--- src/rtl/demux32_1by2_reg_pkg.sv ---
// Shared constants and types for the registered 32-bit 1-to-2 demultiplexer.
// DEMUX32_STATS_EN (optional) adds per-destination delivery counters.
package demux32_1by2_reg_pkg;

  localparam int unsigned DEMUX_WIDTH = 32;
  localparam int unsigned STATS_W     = 16;

  localparam logic SEL_O0 = 1'b0;
  localparam logic SEL_O1 = 1'b1;

  typedef enum logic {
    SLOT_EMPTY = 1'b0,
    SLOT_FULL  = 1'b1
  } slot_state_t;

  // True when a select value addresses the given destination.
  function automatic logic sel_hit(input logic ctl, input logic sel);
    return ctl == sel;
  endfunction

endpackage

--- src/rtl/demux32_1by2_reg_if.sv ---
// Bus interface for demux32_1by2_reg: one input stream, two output streams.
// Count signals exist only when DEMUX32_STATS_EN is defined.
interface demux32_1by2_reg_if #(
  parameter int unsigned WIDTH = 32
);
  import demux32_1by2_reg_pkg::*;

  logic [WIDTH-1:0] in_data;
  logic             in_ctl;
  logic             in_valid;
  logic             in_ready;

  logic [WIDTH-1:0] O0_data;
  logic             O0_valid;
  logic             O0_ready;

  logic [WIDTH-1:0] O1_data;
  logic             O1_valid;
  logic             O1_ready;

`ifdef DEMUX32_STATS_EN
  logic [STATS_W-1:0] O0_count;
  logic [STATS_W-1:0] O1_count;
`endif

  // Demux side.
  modport slave (
    input  in_data, in_ctl, in_valid, O0_ready, O1_ready,
    output in_ready, O0_data, O0_valid, O1_data, O1_valid
`ifdef DEMUX32_STATS_EN
    , output O0_count, O1_count
`endif
  );

  // Producer/consumer side.
  modport master (
    output in_data, in_ctl, in_valid, O0_ready, O1_ready,
    input  in_ready, O0_data, O0_valid, O1_data, O1_valid
`ifdef DEMUX32_STATS_EN
    , input O0_count, O1_count
`endif
  );

endinterface

--- src/rtl/demux32_1by2_reg_slot.sv ---
// One-entry holding slot for a single demux destination (module demux_slot).
// DEMUX32_STATS_EN adds a wrapping delivery counter.
module demux_slot
  import demux32_1by2_reg_pkg::*;
#(
  parameter int unsigned WIDTH = DEMUX_WIDTH
) (
  input  logic               clk,
  input  logic               reset,
  input  logic               load,
  input  logic [WIDTH-1:0]   load_data,
  input  logic               out_ready,
  output logic [WIDTH-1:0]   out_data,
  output logic               out_valid,
  output logic               can_accept
`ifdef DEMUX32_STATS_EN
  ,
  output logic [STATS_W-1:0] count
`endif
);

  slot_state_t      state;
  logic [WIDTH-1:0] data_q;
  logic             drain;

  assign out_valid  = (state == SLOT_FULL);
  assign out_data   = data_q;
  assign drain      = out_valid & out_ready;
  // A full slot can take a new word in the same cycle it drains.
  assign can_accept = (state == SLOT_EMPTY) | out_ready;

  always_ff @(posedge clk) begin
    if (reset) begin
      state  <= SLOT_EMPTY;
      data_q <= '0;
    end else if (load) begin
      state  <= SLOT_FULL;
      data_q <= load_data;
    end else if (drain) begin
      state  <= SLOT_EMPTY;
    end
  end

`ifdef DEMUX32_STATS_EN
  always_ff @(posedge clk) begin
    if (reset) begin
      count <= '0;
    end else if (drain) begin
      count <= count + STATS_W'(1);
    end
  end
`endif

endmodule

--- src/rtl/demux32_1by2_reg.sv ---
// Registered 1-to-2 demultiplexer with a one-entry holding slot per destination.
// Define DEMUX32_STATS_EN to expose O0_count/O1_count delivery counters.
module demux32_1by2_reg
  import demux32_1by2_reg_pkg::*;
#(
  parameter int unsigned WIDTH = DEMUX_WIDTH
) (
  input logic                clk,
  input logic                reset,
  demux32_1by2_reg_if.slave  bus
);

  logic rdy0;
  logic rdy1;
  logic acc;
  logic load0;
  logic load1;

  // Readiness follows only the addressed slot, so a stalled consumer
  // never blocks traffic headed for the other destination.
  assign bus.in_ready = sel_hit(bus.in_ctl, SEL_O1) ? rdy1 : rdy0;
  assign acc          = bus.in_valid & bus.in_ready;
  assign load0        = acc & sel_hit(bus.in_ctl, SEL_O0);
  assign load1        = acc & sel_hit(bus.in_ctl, SEL_O1);

  demux_slot #(.WIDTH(WIDTH)) u_slot0 (
    .clk        (clk),
    .reset      (reset),
    .load       (load0),
    .load_data  (bus.in_data),
    .out_ready  (bus.O0_ready),
    .out_data   (bus.O0_data),
    .out_valid  (bus.O0_valid),
    .can_accept (rdy0)
`ifdef DEMUX32_STATS_EN
    ,
    .count      (bus.O0_count)
`endif
  );

  demux_slot #(.WIDTH(WIDTH)) u_slot1 (
    .clk        (clk),
    .reset      (reset),
    .load       (load1),
    .load_data  (bus.in_data),
    .out_ready  (bus.O1_ready),
    .out_data   (bus.O1_data),
    .out_valid  (bus.O1_valid),
    .can_accept (rdy1)
`ifdef DEMUX32_STATS_EN
    ,
    .count      (bus.O1_count)
`endif
  );

endmodule
--- src/flat_wrapper.sv ---
// flat-port wrapper written by rule: the top's interface ports become plain ports
module demux32_1by2_reg_flat import demux32_1by2_reg_pkg::*;
#(
  parameter int unsigned WIDTH = DEMUX_WIDTH
)
  (clk, reset, bus_in_data, bus_in_ctl, bus_in_valid, bus_O0_ready, bus_O1_ready, bus_in_ready, bus_O0_data, bus_O0_valid, bus_O1_data, bus_O1_valid);
  demux32_1by2_reg_if #(.WIDTH(WIDTH)) bus_i ();
  input logic clk;
  input logic reset;
  input wire logic [$bits(bus_i.in_data)-1:0] bus_in_data;
  input wire logic [$bits(bus_i.in_ctl)-1:0] bus_in_ctl;
  input wire logic [$bits(bus_i.in_valid)-1:0] bus_in_valid;
  input wire logic [$bits(bus_i.O0_ready)-1:0] bus_O0_ready;
  input wire logic [$bits(bus_i.O1_ready)-1:0] bus_O1_ready;
  output wire logic [$bits(bus_i.in_ready)-1:0] bus_in_ready;
  output wire logic [$bits(bus_i.O0_data)-1:0] bus_O0_data;
  output wire logic [$bits(bus_i.O0_valid)-1:0] bus_O0_valid;
  output wire logic [$bits(bus_i.O1_data)-1:0] bus_O1_data;
  output wire logic [$bits(bus_i.O1_valid)-1:0] bus_O1_valid;
  assign bus_i.in_data = bus_in_data;
  assign bus_i.in_ctl = bus_in_ctl;
  assign bus_i.in_valid = bus_in_valid;
  assign bus_i.O0_ready = bus_O0_ready;
  assign bus_i.O1_ready = bus_O1_ready;
  assign bus_in_ready = bus_i.in_ready;
  assign bus_O0_data = bus_i.O0_data;
  assign bus_O0_valid = bus_i.O0_valid;
  assign bus_O1_data = bus_i.O1_data;
  assign bus_O1_valid = bus_i.O1_valid;
  demux32_1by2_reg #(.WIDTH(WIDTH)) u_core (.clk(clk), .reset(reset), .bus(bus_i));
endmodule
--- config.mk ---
export PLATFORM = sky130hd
export DESIGN_NAME = demux32_1by2_reg_flat
export DESIGN_NICKNAME = d
export VERILOG_FILES = /design/src/rtl/demux32_1by2_reg_pkg.sv /design/src/rtl/demux32_1by2_reg_if.sv /design/src/rtl/demux32_1by2_reg_slot.sv /design/src/rtl/demux32_1by2_reg.sv /design/src/flat_wrapper.sv
export SDC_FILE = /design/constraint.sdc
export NUM_CORES = 1
export LEC_CHECK = 0
export BUFFER_PORTS_ARGS = -buffer_cell sky130_fd_sc_hd__buf_2
export CORE_UTILIZATION = 35
export DETAILED_ROUTE_END_ITERATION = 12
export SYNTH_ARGS = -nofsm -noshare
export SYNTH_HDL_FRONTEND = slang
export SYNTH_SLANG_ARGS = --single-unit
--- constraint.sdc ---
create_clock -name clk -period 2 [get_ports clk]
set_clock_uncertainty 0.15 [all_clocks]
set_input_delay 0.3 -clock clk [delete_from_list [all_inputs] [get_ports clk]]
set_output_delay 0.3 -clock clk [all_outputs]
set_load 0.02 [all_outputs]
==> impl_metrics.toml <==
[power]
power.share.clock = 0.403
p_switching_uw = 784
total_power_mw = 3.04
switching_share = 0.258
peakVddDrop_mv = 0.343
share_seq_of_total_power = 0.466
pwr-share-comb = 0.131
leakagePower_nw = 1.74
p_per_area_nw_per_um2 = 860
intPower_mw = 2.26

[cells_and_area]
n_fill_cell = 711
syn_to_final_growth_pct = 28.6
final_core_util = 0.478
final_nets = 391
finalInstanceArea_um2 = 3540
drive_gt1_frac = 0.355
final_common_cell = "buf_2"
final_cell_mix = "buf_2, nand2b_1, dfxtp_1, mux2i_1, clkbuf_8"
n_antenna_cell = 0

[floorplan]
design.core.area_um2 = 7410
die_h_um = 90.7
die_w_um = 90.7
placement_rows = 31
dieArea_um2 = 8220
boundaryPins = 105
initial_core_util = 0.372

[worst_setup_path]
start_kind = "flop"
crit_chain = "nand2b_4 -> mux2_2 -> buf_2"
cp_top_family = "flip-flops"
critical_path.reg2reg.startpoint = "u_core.u_slot1.out_valid"
cp_num_cells = 3
slowest_stage = "dfxtp_1"
r2r-end = "u_core.u_slot1.out_data[23]"
cp-startpoint = "u_core.u_slot0.out_valid"
max_stage_delay_ps = 380
r2r_slack_ps = 420
path_class = "reg2out"
crit_path_max_fanout = 4
reg2reg_depth = 3
crit_path_end = "bus_in_ready"
endpoint_kind = "output pin"
required_ps = 1550
worst-path-buf-inv = 1
cp_data_arrival_time_ps = 1210

[clock_tree]
htree_levels = 3
cts_setup_buffers = 0
cts_tree = "yes"
clk_pin_slew_ps = 80
insertion_delay_ps = 330
cts_resized = 0
cts_hold_buf = 0
cts_buffers = 9
cts_buffer_depth = 2
cts.sinks = 66
ctsRootBufferMaster = "clkbuf_8"

[sta]
setup_violations = 0
whs_ps = 87.2
period_share = 0.831
fin_crit_ps = 1660
maxSlewViolCount = 0
fmax_ghz = 0.602
rsz0062_at_grt = "false"
max-slew-margin-rel = 0.465
tns_ps = 0
max_slew.worst_pin.slew_ps = 803
hold_viol = 0

[detailed_routing]
wl_per_cell_um = 12.2
wl_um = 5590
drtPass1Iterations = 4
first_iter_violations = 29
drc = 0
vias_per_cell = 4.39
vias = 2005
antenna_left = 0

[flow_run]
cap_violations = 0

[logic_synthesis]
netlist_top_cells_area = "dfxtp_1, mux2i_1, nand2b_1"
syn_inst = 252
syn-cell-area_um2 = 2750
netlist.area_leader.share = 0.480
synth_fp_nets = 290
yosys_warnings = 0
yosysSeqAreaShare = 0.480
avgSynthCellArea_um2 = 10.9
yosysTopAreaCell = "dfxtp_1"
synthDistinctLibCells = 15
ys_ff_latch = 66

[grt]
grt_max_degree = 99
antenna_found_initial = 0
overflow = 0
grt_pass1_vias = 1988
grt_first_pass_wirelength_um = 9470
grtUsageTotal = 0.145

[worst_hold_path]
min_path_cells = 3
hp-class = "in2reg"

[placed_design]
dp_hpwl_um = 3710
placed_area_um2 = 3320
portBuffers = 104
gp_congestion = 0.686

[status]
status = "complete, no violations"
[stage by stage]
stage | std cells | worst slack [ps]
after floorplan | 252 | 621
after global placement | 441 | 314
after detailed placement | 441 | 305
after CTS | 457 | 321
after global routing | 457 | 277
final | 457 | 338
[worst min path at each step]
stage	from	end	slack (ps)
after CTS	bus_in_data[6]	u_core.u_slot1.out_data[6]	70
final	bus_in_data[6]	u_core.u_slot1.out_data[6]	90
after floorplan	bus_in_data[22]	u_core.u_slot0.out_data[22]	330
after global placement	u_core.u_slot0.out_data[0]	u_core.u_slot0.out_data[0]	310
after detailed placement	u_core.u_slot0.out_data[7]	u_core.u_slot0.out_data[7]	310
after global routing	bus_in_data[4]	u_core.u_slot1.out_data[4]	80
[kinds of logic (layout without fill, tap and decap cells)]
| logic type | Yosys count | count (layout) | synth area share |
|---|---|---|---|
| AO/OA/AOI/OAI | 2 | 2 | 0.00364 |
| buffers and inverters | 17 | 123 | 0.0400 |
| multiplexers | 65 | 65 | 0.237 |
| AND/OR/NAND/NOR | 102 | 102 | 0.240 |
| flip-flops | 66 | 66 | 0.480 |
[cells in the mapped netlist, drive strengths merged]
master	instances
mux2	1
clkbuf	9
mux2i	64
and3b	1
buf	8
nand3	1
and3	1
dfxtp	66
a21oi	2
nand2b	98
nand3b	1
[power by group through the flow]
stage / combinational [mW] / sequential [mW] / clock [mW]
finish: 0.400 / 1.42 / 1.23
global route: 0.435 / 1.43 / 1.33
CTS: 0.407 / 1.42 / 1.27
detailed placement: 0.406 / 1.45 / 0
global placement: 0.403 / 1.45 / 0
floorplan: 0.189 / 1.53 / 0
[area by class of cell]
| type | instances | area (µm²) | share of cell area |
|---|---|---|---|
| flip-flops and latches | 66 | 1320 | 0.373 |
| repair buffers | 107 | 556 | 0.157 |
| well taps | 99 | 124 | 0.0350 |
| clock inverters | 7 | 93.8 | 0.0265 |
| clock buffers | 9 | 124 | 0.0350 |
| multi-input cells | 169 | 1320 | 0.373 |
[per-layer routing]
layer	wire length, µm	track usage	vias up
met3	352	0.0379	10
met1	2570	0.179	909
met4	125	0.0806	0
li1	-	-	1021
met5	0	0	-
met2	2540	0.228	65
[worst register-to-register path: cells and delay by family (launching register included)]
kind             cells  cell delay (ps)
flip-flops           1              330
AND/OR/NAND/NOR      2              770
multiplexers         1              270
[sequential cells by signal (all words and copies together), names as in the netlist]
register and flops:
u_core.u_slot1.out_data 32, u_core.u_slot0.out_data 32, u_core.u_slot0.out_valid 1, u_core.u_slot1.out_valid 1
Power figures use the tool's default switching activity.
